<file path="src/rtl/lc3_cc_pkg.sv">
// Shared types and constants for the LC-3 condition-code and branch stage.
// Holds the NZP encoding, its reset value, the branch FSM states and a one-hot check.
package lc3_cc_pkg;

   typedef logic [2:0] nzp_t;

   localparam nzp_t NZP_N     = 3'b100;
   localparam nzp_t NZP_Z     = 3'b010;
   localparam nzp_t NZP_P     = 3'b001;
   localparam nzp_t NZP_RESET = NZP_Z;

   typedef enum logic [1:0] {
      IDLE = 2'd0,
      EVAL = 2'd1,
      RESP = 2'd2
   } br_state_t;

   // Only the three legal condition codes pass; 000 and multi-hot values are rejected.
   function automatic logic nzp_is_onehot(input nzp_t v);
      return (v == NZP_N) || (v == NZP_Z) || (v == NZP_P);
   endfunction

endpackage

</file>
<file path="src/rtl/sat_counter.sv">
// Saturating up-counter: +1 per cycle with inc, sticks at all-ones, clr wins over inc.
// Single-cycle update, no handshake; the value is always observable on q.
module sat_counter #(
   parameter int W = 16
) (
   input  logic         Clk,
   input  logic         Reset,
   input  logic         clr,
   input  logic         inc,
   output logic [W-1:0] q
);

   always_ff @(posedge Clk or posedge Reset) begin
      if (Reset) begin
         q <= '0;
      end else if (clr) begin
         q <= '0;
      end else if (inc && (q != {W{1'b1}})) begin
         q <= q + 1'b1;
      end
   end

endmodule

</file>
<file path="src/rtl/cc_branch_unit.sv">
// LC-3 CC register and BR resolution: req -> EVAL -> RESP (ben valid two cycles after req).
// Result is held in RESP until br_ack; br_req outside IDLE is dropped, ld_cc is always accepted.
module cc_branch_unit
   import lc3_cc_pkg::*;
#(
   parameter int CNT_W = 16
) (
   input  logic             Clk,
   input  logic             Reset,
   input  logic [2:0]       nzp_next,
   input  logic             ld_cc,
   input  logic [15:0]      ir,
   input  logic             br_req,
   input  logic             br_ack,
   input  logic             cnt_clr,
   output logic [2:0]       nzp,
   output logic             ben,
   output logic             ben_valid,
   output logic             busy,
   output logic             cc_err,
   output logic [CNT_W-1:0] br_total,
   output logic [CNT_W-1:0] br_taken
);

   br_state_t state, state_nxt;
   nzp_t      mask;
   logic      ben_eval;
   logic      eval_done;
   logic      unused_ir;

   assign unused_ir = ^{ir[15:12], ir[8:0]};

   // Illegal codes leave nzp untouched so a later branch still sees the last good value.
   always_ff @(posedge Clk or posedge Reset) begin
      if (Reset) begin
         nzp    <= NZP_RESET;
         cc_err <= 1'b0;
      end else if (ld_cc) begin
         if (nzp_is_onehot(nzp_next)) begin
            nzp <= nzp_next;
         end else begin
            cc_err <= 1'b1;
         end
      end
   end

   always_ff @(posedge Clk or posedge Reset) begin
      if (Reset) begin
         state <= IDLE;
      end else begin
         state <= state_nxt;
      end
   end

   always_comb begin
      state_nxt = state;
      case (state)
         IDLE:    if (br_req) state_nxt = EVAL;
         EVAL:    state_nxt = RESP;
         RESP:    if (br_ack) state_nxt = IDLE;
         default: state_nxt = IDLE;
      endcase
   end

   // The condition is resolved against the nzp present during EVAL, so an ld_cc
   // in that same cycle only lands after the decision.
   assign ben_eval  = |(mask & nzp);
   assign eval_done = (state == EVAL);

   always_ff @(posedge Clk or posedge Reset) begin
      if (Reset) begin
         mask <= '0;
         ben  <= 1'b0;
      end else begin
         if ((state == IDLE) && br_req) begin
            mask <= ir[11:9];
         end
         if (eval_done) begin
            ben <= ben_eval;
         end
      end
   end

   assign busy      = (state != IDLE);
   assign ben_valid = (state == RESP);

   sat_counter #(.W(CNT_W)) u_total (
      .Clk   (Clk),
      .Reset (Reset),
      .clr   (cnt_clr),
      .inc   (eval_done),
      .q     (br_total)
   );

   sat_counter #(.W(CNT_W)) u_taken (
      .Clk   (Clk),
      .Reset (Reset),
      .clr   (cnt_clr),
      .inc   (eval_done & ben_eval),
      .q     (br_taken)
   );

endmodule

</file>
<file path="config.mk">
export PLATFORM = sky130hd
export DESIGN_NAME = cc_branch_unit
export DESIGN_NICKNAME = d
export VERILOG_FILES = /design/src/rtl/lc3_cc_pkg.sv /design/src/rtl/sat_counter.sv /design/src/rtl/cc_branch_unit.sv
export SDC_FILE = /design/constraint.sdc
export NUM_CORES = 1
export LEC_CHECK = 0
export ABC_AREA = 1
export CORE_ASPECT_RATIO = 1.25
export CORE_MARGIN = 1.5
export CORE_UTILIZATION = 52
export CTS_BUF_LIST = sky130_fd_sc_hd__clkbuf_8
export CTS_CLUSTER_SIZE = 25
export DETAILED_ROUTE_END_ITERATION = 8
export PLACE_DENSITY = 0.88
export SYNTH_ARGS = -nofsm -noshare
export SYNTH_HDL_FRONTEND = slang
export SYNTH_SLANG_ARGS = --single-unit
</file>
<file path="constraint.sdc">
create_clock -name Clk -period 1.96 [get_ports Clk]
set_input_delay 0.49 -clock Clk [delete_from_list [all_inputs] [get_ports Clk]]
set_output_delay 0.49 -clock Clk [all_outputs]
set_load 0.02 [all_outputs]
</file>
==> metrics.txt, run 1 <==
outcome=complete, no violations; Switch Pwr=744 µW; unrepaired setup endpoints after global routing=false; ANT cells=0; Lkg Pwr=0.00163 µW; H-tree Lvls=2; GR Overflow Total=0; DIE WIDTH=66.9 µm; startpoint types=flop; WL/cell=12.7 µm; drc violations=0; CTS Buffer Depth=2; Crit Path Class=reg2out; CP max stage delay=0.65 ns; Chip Height=82.9 µm; worst-path fanout max=6; hold_buf cts=0; slowest cell on the critical path=clkdlybuf4s50_1; Final Util=69.1%; worst r2r src=u_total.q[0]; HPWL after detailed placement=4710 µm; first-pass GRT wire length=between 10000 and 15000 µm; CP required=1.47 ns; crit end category=output pin; Pins Over Slew Limit=0; via count=2593; PwrDens=~640 nW/µm²; Die ar.=5550 µm²; Worst Slack Setup Final=0.0515 ns; headroom to the max-slew limit=74.7%; largest net degree at the start of global routing=22; clock root buffer master=clkbuf_8; CP arrival=1.42 ns; Worst-path clk slew=about 0.080 ns; Worst-Skew Late Latency=approximately 0.3 ns; total track usage=24.2%; hold path startpoint=cc_err; sequence of cells on the critical path=clkdlybuf4s50_1; syn avg cell area=slightly above 7 µm²; combinational power share=26.9%; setup_tns=0 ns; Ports=64; TritonRoute pass-1 iters=5; Clock Sinks=between 40 and 50; Worst Tran Pin Value=0.378 ns; worst setup path startpoint=u_taken.q[3]; Mapped Cells=374; final worst-path cycle share=97.4%; Top Family by Delay on Critical Path=buffers and inverters; area occupied by multi-input gates=around 1400 µm²; Synth top area share=38.6%; Int Pwr=1400 µW; Clock power frac=approximately 26%; Yosys warning count=0; Crit path buffers/inverters=1; Synth cell types=24; max_cap viols=0; Layout Nets=460; Final Wtd Congestion=0.934; Core Area=between 4000 and 5000 µm²; fin area=3340 µm²; # Post-CTS Setup Buffers=0; Antenna Nets Post-Route=0; cell row count=28; post-route minimum period=about 1.9 ns; Final setup viols=0; Setup WS pre-CTS=0.223 ns; Via density=5.25; sw frac=34.7%; post-synthesis net count=401; Filler Cells Inserted=409; Reg power frac=47.3%; starting density of the core=55.0%; layout cells sized above 1=9.22%; Pwr Total=around 2100 µW; Peak VDD IR=0.000602 V; Synth area leaders=dfrtp_1 (39%), nand2_1 (18%), nand3_1 (10%), inv_1 (5.9%), nor2_1 (3.5%); Yosys top cell by area=dfrtp_1; DP Area=3250 µm²; Worst Skew=between 0.004 and 0.005 ns; FF+latch area=1050 µm²; port bufs=50; Num CTS Buffers=5; register area share after synthesis=about two fifths; Iter 0 DRT Violations=194; Worst Hold Class=reg2reg; Layout area overhead=25.7%; Hold Violations, Final=0; fmax=0.524 GHz; CTS tree=done; Post-Syn Area=2660 µm²; antenna violations before repair=0; Detailed Route WL=between 6000 and 7000 µm; Yosys reg bits=42; vias in the first global route=2424
[layout make-up]
class                      count  share of cell area (%)
multi-input combinational    282                    41.7
timing repair buffer          58                    17.0
clock buffer                   5                    2.06
clock inverter                 3                   0.524
inverter                      44                    4.94
sequential                    42                    31.5
tap                           60                    2.25
[through the flow]
| step | hold WS, ns | cells |
|---|---|---|
| final | 0.488 | 494 |
| after CTS | 0.489 | 494 |
| after global routing | 0.505 | 494 |
| after floorplan | 0.449 | 374 |
| after global placement | 0.465 | 486 |
| after detailed placement | 0.467 | 486 |
[synthesized netlist by cell type]
library cell / instances
buf_4: 1
nor2_8: 2
nand2_2: 5
inv_2: 2
nand3b_1: 8
nand4_1: 7
a21oi_1: 1
nand3_1: 55
inv_1: 42
buf_6: 1
o21ai_0: 17
nor2_2: 10
o21bai_1: 2
nand2_1: 129
dfstp_2: 1
buf_2: 3
xor2_1: 10
nor2_1: 25
ha_1: 2
nor2_4: 5
clkbuf_8: 1
o21ai_1: 2
dfrtp_1: 41
xnor2_1: 2
[metal layers]
metal  wire length [µm]  track usage (%)  part of all wire, %
met2               3300             43.9                   52
met3                272             3.52                  4.3
met4                 97             7.98                  1.5
met1               2620             28.3                   42
met5                  0                0                    0
[flip-flops by register name, summed over array words and instances, names as in the netlist]
signal     count
u_total.q     16
state          2
mask           3
ben            1
cc_err         1
nzp            3
u_taken.q     16
[power by group through the flow]
stage               clock network [µW]  logic (µW)  registers [µW]
floorplan                            0         336            1060
global placement                     0         574            1030
detailed placement                   0         588            1030
CTS                                562         584            1020
global route                       594         635            1030
finish                             554         576            1010
[path summary, 6_finish.rpt]
kind                                 to  slack (ns)  cells after the start
setup reg to reg           u_total.q[6]        0.28                      7
max in group asynchronous        nzp[1]        1.14                      3
hold / removal                   cc_err        0.49                      1
min in group asynchronous        nzp[2]        0.54                      3
setup / recovery            br_taken[3]        0.05                      1
hold reg to reg                  cc_err        0.49                      1
[cells in the final DEF, fill, tap and decap left out, drive strengths merged, types with 8 or more instances in the layout]
| cell type | n |
|---|---|
| clkdlybuf4s50 | 45 |
| nand3 | 55 |
| inv | 45 |
| buf | 8 |
| o21ai | 19 |
| nand3b | 8 |
| nor2 | 42 |
| dfrtp | 41 |
| xor2 | 10 |
| nand2 | 134 |
[what timing repair did]
action,CTS,global route
resized for setup,1,4
pin swaps,0,0
setup endpoints to repair,1,4
[cell families (layout without fill, tap and decap cells)]
family                   count (synthesis)  count (layout)  share of synthesized area, %
AO/OA/AOI/OAI                           22              22                          4.33
buffers and inverters                   50             110                          8.00
adder cells (fa/ha/maj)                  2               2                         0.941
XOR/XNOR                                12              12                          3.95
flip-flops                              42              42                          39.6
AND/OR/NAND/NOR                        246             246                          43.2
Note: power is estimated with default switching activity, not from simulation.
==> run 2, diff against run 1 <==
CORE_MARGIN = 2   (was 1.5)
==> metrics.txt, run 2 (same netlist as run 1, synthesis figures left out) <==
Worst Hold Endpoint=cc_err; Chip Height=83.9 µm; Worst Skew=0.00518 ns; Die ar.=between 5000 and 6000 µm²; vias in the first global route=2633; Final setup viols=0; Pwr Total=2160 µW; Worst Tran Pin Value=0.417 ns; GR Overflow Total=0; outcome=complete, no violations; Worst Hold Class=reg2reg; Ports=64; Final Wtd Congestion=0.912; setup slack, reg-to-reg=0.26 ns; PwrDens=roughly 650 nW/µm²; CTS resizes=0; sequence of cells on the critical path=clkdlybuf4s50_1; antenna violations before repair=0; metal2 WL=3440 µm; worst r2r path cells=7; starting density of the core=53.1%; layout cells sized above 1=8.80%; Num CTS Buffers=5; Peak VDD IR=0.000549 V; H-tree Lvls=2; slowest cell on the critical path=clkdlybuf4s50_1; worst r2r src=u_total.q[0]; Iter 0 DRT Violations=165; # Post-CTS Setup Buffers=0; CP max stage delay=around 0.65 ns; worst-path fanout max=7; Layout area overhead=26.1%; commonest non-fill, non-tap cell in the layout=nand2_1; Pins Over Slew Limit=0; largest registers=u_taken.q x16, u_total.q x16; Worst-Skew Late Latency=a little under 0.3 ns; largest net degree at the start of global routing=43; DIE WIDTH=between 60 and 70 µm; Worst-path clk slew=about 0.080 ns; post-route minimum period=1.90 ns; M1 wire length=2480 µm; met3 WL=333 µm; ANT cells=0; most frequent cells in the layout=nand2_1 (129), nand3_1 (55), inv_1 (44), clkdlybuf4s50_1 (44), dfrtp_1 (40); Core Area=5010 µm²; WL/cell=12.9 µm; hold path startpoint=cc_err; CTS tree=done; Crit Path Class=reg2out; CP required=1.47 ns; Crit path buffers/inverters=1; fmax=0.525 GHz; total track usage=24.7%; Layout Nets=458; RR Endpoint=u_total.q[15]; worst hold stages=1; crit end category=output pin; top layer in use=met4; headroom to the max-slew limit=72.1%; Worst Slack Setup Final=approximately 0.056 ns; Clock Sinks=42; CTS Buffer Depth=2; max_cap viols=0; Lkg Pwr=roughly 0.0017 µW; Via density=5.33; clock root buffer master=clkbuf_8; port bufs=50; Detailed Route WL=~6400 µm; via count=2634; Top Family by Delay on Critical Path=buffers and inverters; HPWL after detailed placement=4770 µm; cell row count=29; CP arrival=1.41 ns; hold_ws=0.492 ns; final worst-path cycle share=97.1%; startpoint types=flop; Setup WS pre-CTS=between 0.15 and 0.2 ns; hold_buf cts=0; Hold Violations, Final=0; setup_tns=0 ns; first-pass GRT wire length=11000 µm; Antenna Nets Post-Route=0; drc violations=0; unrepaired setup endpoints after global routing=false; TritonRoute pass-1 iters=4
run 2: cell types whose count changed in the layout (fill, tap and decap cells not counted), sizes merged:
cell           before  now
clkinv              2    0
clkbuf              5    6
clkdlybuf4s50      45   44
buf                 8    6
dlymetal6s2s        4    6
dlygate4sd2         1    0
inv                45   46
run 2: metal layers:
metal,vias up,track usage (%)
li1,1300,-
met1,1241,26.8
met2,80,44.4
met3,13,5.13
met4,0,10.4
met5,-,0
run 2: final cells by class:
class | instances | area (µm²)
clock buffer | 6 | 82.6
clock inverter | 2 | 7.51
fill | 426 | 1660
inverter | 44 | 165
multi-input combinational | 282 | 1390
sequential | 42 | 1050
tap | 62 | 77.6
timing repair buffer | 56 | 573
run 2: worst max path at each step:
stage | start | endpoint | slack (ns) | depth (start not counted)
6_report | u_total.q[2] | br_total[2] | 0.06 | 1
5_1_grt | u_total.q[7] | br_total[7] | 0.004 | 1
4_1_cts | state[0] | ben_valid | 0.005 | 4
3_5_place_dp | nzp_next[1] | nzp[2] | 0.20 | 8
3_3_place_gp | cnt_clr | u_total.q[9] | 0.22 | 4
2_1_floorplan | u_taken.q[1] | u_taken.q[10] | 0.45 | 8
run 2: where the power goes:
group	switching, µW	internal, µW
Combinational	367	214
Clock	289	277
Sequential	66.8	949
run 2: metrics by stage:
| stage | utilization (%) | instance area [µm²] | cells |
|---|---|---|---|
| floorplan | - | 2660 | 374 |
| global placement | 64.8 | 3250 | 486 |
| detailed placement | 64.8 | 3250 | 486 |
| CTS | 66.6 | 3340 | 494 |
| global route | 66.9 | 3350 | 494 |
| finish | 66.9 | 3350 | 494 |
